<file path="src/rtl/alu_pkg.sv">
// rtl/alu_pkg.sv - shared op codes, arbiter FSM states and width default
package alu_pkg;

    localparam int WIDTH_DEFAULT = 32;

    typedef enum logic [3:0] {
        ALU_ADD  = 4'b0000,
        ALU_SUB  = 4'b0001,
        ALU_SLL  = 4'b0010,
        ALU_SLT  = 4'b0011,
        ALU_SLTU = 4'b0100,
        ALU_XOR  = 4'b0101,
        ALU_SRL  = 4'b0110,
        ALU_SRA  = 4'b0111,
        ALU_OR   = 4'b1000,
        ALU_AND  = 4'b1001
    } alu_op_e;

    typedef enum logic {
        ST_IDLE = 1'b0,
        ST_RESP = 1'b1
    } arb_state_e;

endpackage

</file>
<file path="src/rtl/alu_core.sv">
// rtl/alu_core.sv - combinational ALU: result by op code plus operand equality
module alu_core
    import alu_pkg::*;
#(
    parameter int WIDTH = WIDTH_DEFAULT
) (
    input  logic [WIDTH-1:0] i_op1,
    input  logic [WIDTH-1:0] i_op2,
    input  logic [3:0]       i_ctrl,
    output logic [WIDTH-1:0] o_result,
    output logic             o_eq
);

    localparam int SHW = $clog2(WIDTH);

    logic [SHW-1:0] w_shamt;
    logic           w_slt;
    logic           w_sltu;

    assign w_shamt = i_op2[SHW-1:0];
    assign w_slt   = $signed(i_op1) < $signed(i_op2);
    assign w_sltu  = i_op1 < i_op2;
    assign o_eq    = (i_op1 == i_op2);

    always_comb begin
        o_result = '0;
        case (i_ctrl)
            ALU_ADD:  o_result = i_op1 + i_op2;
            ALU_SUB:  o_result = i_op1 - i_op2;
            ALU_SLL:  o_result = i_op1 << w_shamt;
            ALU_SLT:  o_result = {{(WIDTH-1){1'b0}}, w_slt};
            ALU_SLTU: o_result = {{(WIDTH-1){1'b0}}, w_sltu};
            ALU_XOR:  o_result = i_op1 ^ i_op2;
            ALU_SRL:  o_result = i_op1 >> w_shamt;
            ALU_SRA:  o_result = $unsigned($signed(i_op1) >>> w_shamt);
            ALU_OR:   o_result = i_op1 | i_op2;
            ALU_AND:  o_result = i_op1 & i_op2;
            default:  o_result = '0;
        endcase
    end

endmodule

</file>
<file path="src/rtl/alu_arbiter.sv">
// rtl/alu_arbiter.sv - two-requester round-robin front end to one shared ALU
module alu_arbiter
    import alu_pkg::*;
#(
    parameter int WIDTH = WIDTH_DEFAULT
) (
    input  logic             clk,
    input  logic             rst_n,
    input  logic             req0_valid,
    output logic             req0_ready,
    input  logic [WIDTH-1:0] req0_op1,
    input  logic [WIDTH-1:0] req0_op2,
    input  logic [3:0]       req0_ctrl,
    input  logic             req1_valid,
    output logic             req1_ready,
    input  logic [WIDTH-1:0] req1_op1,
    input  logic [WIDTH-1:0] req1_op2,
    input  logic [3:0]       req1_ctrl,
    output logic             rsp0_valid,
    input  logic             rsp0_ready,
    output logic             rsp1_valid,
    input  logic             rsp1_ready,
    output logic [WIDTH-1:0] rsp_result,
    output logic             rsp_eq
);

    arb_state_e       r_state;
    arb_state_e       w_state_nxt;
    logic             r_owner;
    logic             r_last_grant;
    logic [WIDTH-1:0] r_result;
    logic             r_eq;

    logic             w_any_valid;
    logic             w_grant;
    logic             w_owner_ready;
    logic             w_can_accept;
    logic             w_accept;
    logic [WIDTH-1:0] w_op1;
    logic [WIDTH-1:0] w_op2;
    logic [3:0]       w_ctrl;
    logic [WIDTH-1:0] w_result;
    logic             w_eq;

    // On a tie the requester that did not win last time gets the ALU.
    assign w_any_valid   = req0_valid | req1_valid;
    assign w_grant       = (req0_valid & req1_valid) ? ~r_last_grant : req1_valid;
    assign w_owner_ready = r_owner ? rsp1_ready : rsp0_ready;
    assign w_accept      = w_can_accept & w_any_valid;

    assign w_op1  = w_grant ? req1_op1  : req0_op1;
    assign w_op2  = w_grant ? req1_op2  : req0_op2;
    assign w_ctrl = w_grant ? req1_ctrl : req0_ctrl;

    alu_core #(
        .WIDTH (WIDTH)
    ) u_alu_core (
        .i_op1    (w_op1),
        .i_op2    (w_op2),
        .i_ctrl   (w_ctrl),
        .o_result (w_result),
        .o_eq     (w_eq)
    );

    always_ff @(posedge clk or negedge rst_n) begin
        if (!rst_n) begin
            r_state <= ST_IDLE;
        end else begin
            r_state <= w_state_nxt;
        end
    end

    // A new op may be taken in RESP only in the cycle the owner drains its result.
    always_comb begin
        w_state_nxt  = r_state;
        w_can_accept = 1'b0;
        case (r_state)
            ST_IDLE: begin
                w_can_accept = 1'b1;
                if (w_any_valid) begin
                    w_state_nxt = ST_RESP;
                end
            end
            ST_RESP: begin
                w_can_accept = w_owner_ready;
                if (w_owner_ready && !w_any_valid) begin
                    w_state_nxt = ST_IDLE;
                end
            end
            default: w_state_nxt = ST_IDLE;
        endcase
    end

    always_ff @(posedge clk or negedge rst_n) begin
        if (!rst_n) begin
            r_result     <= '0;
            r_eq         <= 1'b0;
            r_owner      <= 1'b0;
            r_last_grant <= 1'b1;
        end else if (w_accept) begin
            r_result     <= w_result;
            r_eq         <= w_eq;
            r_owner      <= w_grant;
            r_last_grant <= w_grant;
        end
    end

    assign req0_ready = rst_n & w_can_accept & w_any_valid & ~w_grant;
    assign req1_ready = rst_n & w_can_accept & w_any_valid &  w_grant;
    assign rsp0_valid = (r_state == ST_RESP) & ~r_owner;
    assign rsp1_valid = (r_state == ST_RESP) &  r_owner;
    assign rsp_result = r_result;
    assign rsp_eq     = r_eq;

endmodule

</file>
<file path="config.mk">
export PLATFORM = sky130hd
export DESIGN_NAME = alu_arbiter
export DESIGN_NICKNAME = d
export VERILOG_FILES = /design/src/rtl/alu_pkg.sv /design/src/rtl/alu_core.sv /design/src/rtl/alu_arbiter.sv
export SDC_FILE = /design/constraint.sdc
export NUM_CORES = 1
export LEC_CHECK = 0
export CAP_MARGIN = 5
export CELL_PAD_IN_SITES_DETAIL_PLACEMENT = 1
export CELL_PAD_IN_SITES_GLOBAL_PLACEMENT = 1
export CORE_UTILIZATION = 40
export CTS_BUF_LIST = sky130_fd_sc_hd__clkbuf_8
export CTS_CLUSTER_SIZE = 25
export DETAILED_ROUTE_END_ITERATION = 8
export PLACE_DENSITY = 0.92
export SETUP_SLACK_MARGIN = 0.15
export SLEW_MARGIN = 0
export SYNTH_ARGS = -nofsm -noshare
export SYNTH_HDL_FRONTEND = slang
export SYNTH_SLANG_ARGS = --single-unit
</file>
<file path="constraint.sdc">
create_clock -name clk -period 6.22 [get_ports clk]
set_input_delay 1.555 -clock clk [delete_from_list [all_inputs] [get_ports clk]]
set_output_delay 1.555 -clock clk [all_outputs]
set_load 0.02 [all_outputs]
</file>
Word-level counts from Yosys, hierarchy flattened
Index checks and enable logic that the tools add are counted.

Bits in registers: 36. Output and inout port bits: 37. Logic and storage cells: 51.

Add/sub/neg operators: 2. Order comparisons: 2. Equal/unequal tests: 10. Shift operators: 3. Muxes and demuxes: 10. Bitwise logic cells: 16. Reductions and logical operators: 3.

Operator list (count): $pmux W32 S10 (1); $lt A32 B32 Y1 (2); $mux W32 (2); $add A32 B32 Y32 (1); $and A32 B32 Y32 (1); $eq A32 B32 Y1 (1); $or A32 B32 Y32 (1); $shl A32 B5 Y32 (1); $shr A32 B5 Y32 (1); $sshr A32 B5 Y32 (1); $sub A32 B32 Y32 (1); $xor A32 B32 Y32 (1); $eq A4 B3 Y1 const B (4); $and A1 B1 Y1 (8); $eq A4 B2 Y1 const B (2); $eq A4 B4 Y1 const B (2); $eq A4 B1 Y1 const B (1); $logic_not A4 Y1 (1); $mux W1 (4); $mux W4 (1); $not A1 Y1 (4); $pmux W1 S2 (2); $logic_and A1 B1 Y1 (1); $logic_not A1 Y1 (1); $or A1 B1 Y1 (1).

Depth between registers and ports, before layout
Depth after elaboration: 5. Gate-level depth with buffers: 22. Depth with buffers taken out: 16.

Hierarchy
A second synthesis with hierarchy kept.

Cells, all modules: 1389. Area total of the unflattened synthesis: 10600.2 um^2.

By module, submodules not included: alu_core (times used 1, cells an instance 1224, area each 8252.9 um^2); alu_arbiter (times used 1, cells an instance 165, area each 2347.3 um^2).

Worst setup path after synthesis
No wires, ideal clock.

Path type: input to register. Start point: in req1_valid. End point: reg r_result[27], in the netlist rsp_result[27]. Library setup time: 0.126 ns. Arrival time: 5.822 ns. Path slack: 0.272 ns. Cell stages on the path: 20. Path buffers: 7. Cells stage by stage: a21boi_1 buf_2 buf_2 buf_2 buf_2 clkbuf_1 clkbuf_1 nand2_1 nand2_1 ha_1 buf_6 or4_1 o211ai_1 o22ai_1 o311ai_2 nand3_1 a21oi_2 a2bb2oi_2 xnor2_1 a221o_1.

Cells in the longest elaborated chain, start to end: 5. Elaborated cells between the ends (all ways): 26.

RTL lines: start: declaration (line alu_arbiter.sv:14) `input logic req1_valid,`; $and A1 B1 Y1 (line alu_arbiter.sv:47) `assign w_grant = (req0_valid & req1_valid) ? ~r_last_grant : req1_valid;`; $mux W1 (line alu_arbiter.sv:47); $mux W32 (tied with other cells) (line alu_arbiter.sv:51) `assign w_op1 = w_grant ? req1_op1 : req0_op1;`; $sub A32 B32 Y32 (tied with other cells) (line alu_core.sv:29) `ALU_SUB: o_result = i_op1 - i_op2;`; $pmux W32 S10 (line alu_core.sv:27) `case (i_ctrl)`; end signal: assignment (line alu_arbiter.sv:101) `r_result <= w_result;`; end: declaration (line alu_arbiter.sv:31) `logic [WIDTH-1:0] r_result;`.

Parallel ways exist; a longest one is shown, timed or not. A chain may end at the register's enable or synchronous reset.

Worst setup path after layout
Same ends and word-level chain as after synthesis.

==> results_dict.tcl <==
set metrics [dict create \
    post_cts_resized 0 \
    ys_warn_count 0 \
    crit_path_start_kind "input port" \
    drt_iter0_markers 1863 \
    grt_pass1_wl_mm 104 \
    first_global_vias 16502 \
    drc 0 \
    rsz0062_at_grt "false" \
    track_usage 0.444 \
    wl_per_cell_um 29.0 \
    r2r_start "r_last_grant" \
    cts_setup_buffers 0 \
    numClockSinks 36 \
    synth-async-reset-ratio 1.00 \
    clock.fmax_mhz 173 \
    arrival_ps 6040 \
    diodes 0 \
    hpwl_mm 56.3 \
    cts_tree "built" \
    worstPathRequired_ps 6470 \
    fin_area_um2 15100 \
    seq_area_frac_synth 0.0734 \
    io_buffers 178 \
    cts_root_buffer "clkbuf_8" \
    clkTransAtPathRegs_ps 110 \
    fp-row-count 63 \
    setup_viol 0 \
    maxCapViolations 0 \
    die_area_um2 31400 \
    start_util 0.410 \
    critPathLaunch "req1_valid" \
    overflow 0 \
    syn_nets 2106 \
    syn_area_um2 12300 \
    timing.final.hold_violations 0 \
    final_cell_mix "328 x nand2_1, 179 x a21oi_1, 175 x clkdlybuf4s50_1, 164 x nor2_1, 161 x mux2i_1" \
    powerDensity_nw_per_um2 234 \
    fin_ws_ps 435 \
    nFillCells 3922 \
    syn_area_per_cell_um2 6.59 \
    critical_path_class "in2reg" \
    crit_path_end_kind "flop" \
    worstPathCellList "clkdlybuf4s50_1 -> a21boi_4 -> buf_4 -> buf_4 -> mux2i_1 -> inv_1 -> ha_1 -> nor3_1 -> nand4_1 -> o21ai_1 -> nor4_1 -> buf_4 -> o311ai_2 -> nand3_1 -> a21oi_2 -> a2bb2oi_2 -> xnor2_1 -> a221o_1" \
    p_leak_nw 6.67 \
    min_period_ps 5780 \
    dp_slack_ps 201 \
    cp.depth 18 \
    fin_nets 2273 \
    routed_wl_mm 70.3 \
    fin_skew_ps 12.2 \
    cpPeakStageDelay_ps 490 \
    max-vdd-ir-drop_mv 0.129 \
    ant_nets 0 \
    ioPinCount 179 \
    critical_path.most_common_cell "buf_4" \
    slowest_stage "clkdlybuf4s50_1" \
    gp_congestion 1.01 \
    final_util 0.504 \
    hold_path.class "reg2reg" \
    cts_buffers 5 \
    clock_latency_ps 350 \
    cp_top_family "compound AO/OA/AOI/OAI gates" \
    synthCells 1866 \
    rr_worst_depth 17 \
    die_y_um 177 \
    r2r_slack_ps 1750 \
    path_buf_inv 5 \
    placed_area_um2 15000 \
    vias_per_cell 6.71 \
    coreArea_um2 30000 \
    min-delay-start "rsp_eq" \
    status "complete, no violations" \
    die_x_um 177 \
    synth_flop_cell "dfrtp_1" \
    holdBufCountCts 0 \
    worst_pin_slew_ps 1130 \
    vias 16266 \
    drt_pass1_iterations 7 \
    drive_gt1_frac 0.101 \
    fin_tns_setup_ps 0 \
    ys_ff_latch 36 \
    htreeDepth 2 \
    antenna_found_initial 0 \
    timing_max_transition_violations_final 0 \
    crit_end "rsp_result[27]" \
    final_common_cell "nand2_1" \
    grt_start_max_net_pins 72 \
    synthDistinctLibCells 93 \
    slew_headroom 0.244 \
    period_share 0.930 \
    power_w 0.00353 \
    crit-reg2reg-capture "rsp_result[27]" \
    ctsLongestPathBuffers 2 \
    synth_edf_count 0 \
    area_growth_pct 22.7 \
    crit_fanout 9 \
    holdPathStages 2 \
]
-- cells in the mapped netlist (20+ instances only) --
master,n,area share
o22ai_1,25,0.013
buf_2,50,0.020
nand2_1,328,0.10
clkbuf_1,70,0.021
o21ai_1,29,0.012
xnor2_1,20,0.014
dfrtp_1,35,0.071
ha_1,96,0.098
a21oi_1,179,0.073
o21ai_0,87,0.035
a211oi_1,37,0.023
nor2b_1,22,0.011
a22oi_1,26,0.016
inv_1,88,0.027
mux2_2,31,0.028
nor3_1,25,0.010
nand3_1,39,0.016
mux2i_1,163,0.13
a31oi_1,22,0.011
o211ai_1,26,0.016
nor2_1,164,0.050
-- layout make-up --
type,instances,area [um2],share of cell area
clock inverter,2,8.76,0.000581
clock buffer,5,68.8,0.00456
tap,390,488,0.0324
multi-input combinational,1591,10500,0.696
inverter,97,364,0.0241
timing repair buffer,302,2750,0.182
sequential,36,902,0.0598
-- flip-flops by register name, indices dropped and copies added, names as in the netlist --
| register | cells |
|---|---|
| r_last_grant | 1 |
| r_owner | 1 |
| rsp_eq | 1 |
| r_state | 1 |
| rsp_result | 32 |
-- kinds of logic after synthesis --
group	count (synthesis)	synth area share
xor+xnor	25	0.0178
fa+ha+maj	98	0.101
compound gates	608	0.329
simple gates	662	0.233
flops	36	0.0734
mux	198	0.166
buf+inv	239	0.0799
-- tightest hold or removal path: cells and delay by family (launching register included) --
family | cells | cell delay, ps
simple gates | 1 | 50
flops | 1 | 360
compound gates | 1 | 60
-- worst min path at each step --
stage	endpoint
finish	rsp_eq
global route	rsp_result[25]
CTS	rsp_eq
detailed placement	rsp_eq
global placement	rsp_result[12]
floorplan	r_owner
-- through the flow --
stage                     hold slack [ps]  instances
final                                 501       2423
after global routing                  545       2423
after CTS                             512       2423
after detailed placement              481       2416
after global placement                469       2416
after floorplan                       522       1866
-- report_power, final --
part           internal, W  switching, W  leakage (nW)
clock network    0.0000755      0.000133        0.0452
registers         0.000294     0.0000564         0.472
logic              0.00107       0.00190          6.15
-- routing by layer --
layer  vias up  track usage  part of all wire  routed length, um
li1       7147            -                 -                  -
met2       924        0.722              0.45              31900
met4         0        0.285             0.072               5090
met1      7955        0.541              0.39              27400
met3       240       0.0709             0.083               5860
met5         -            0                 0                  0
No activity file was read; power rests on OpenSTA's default activity.
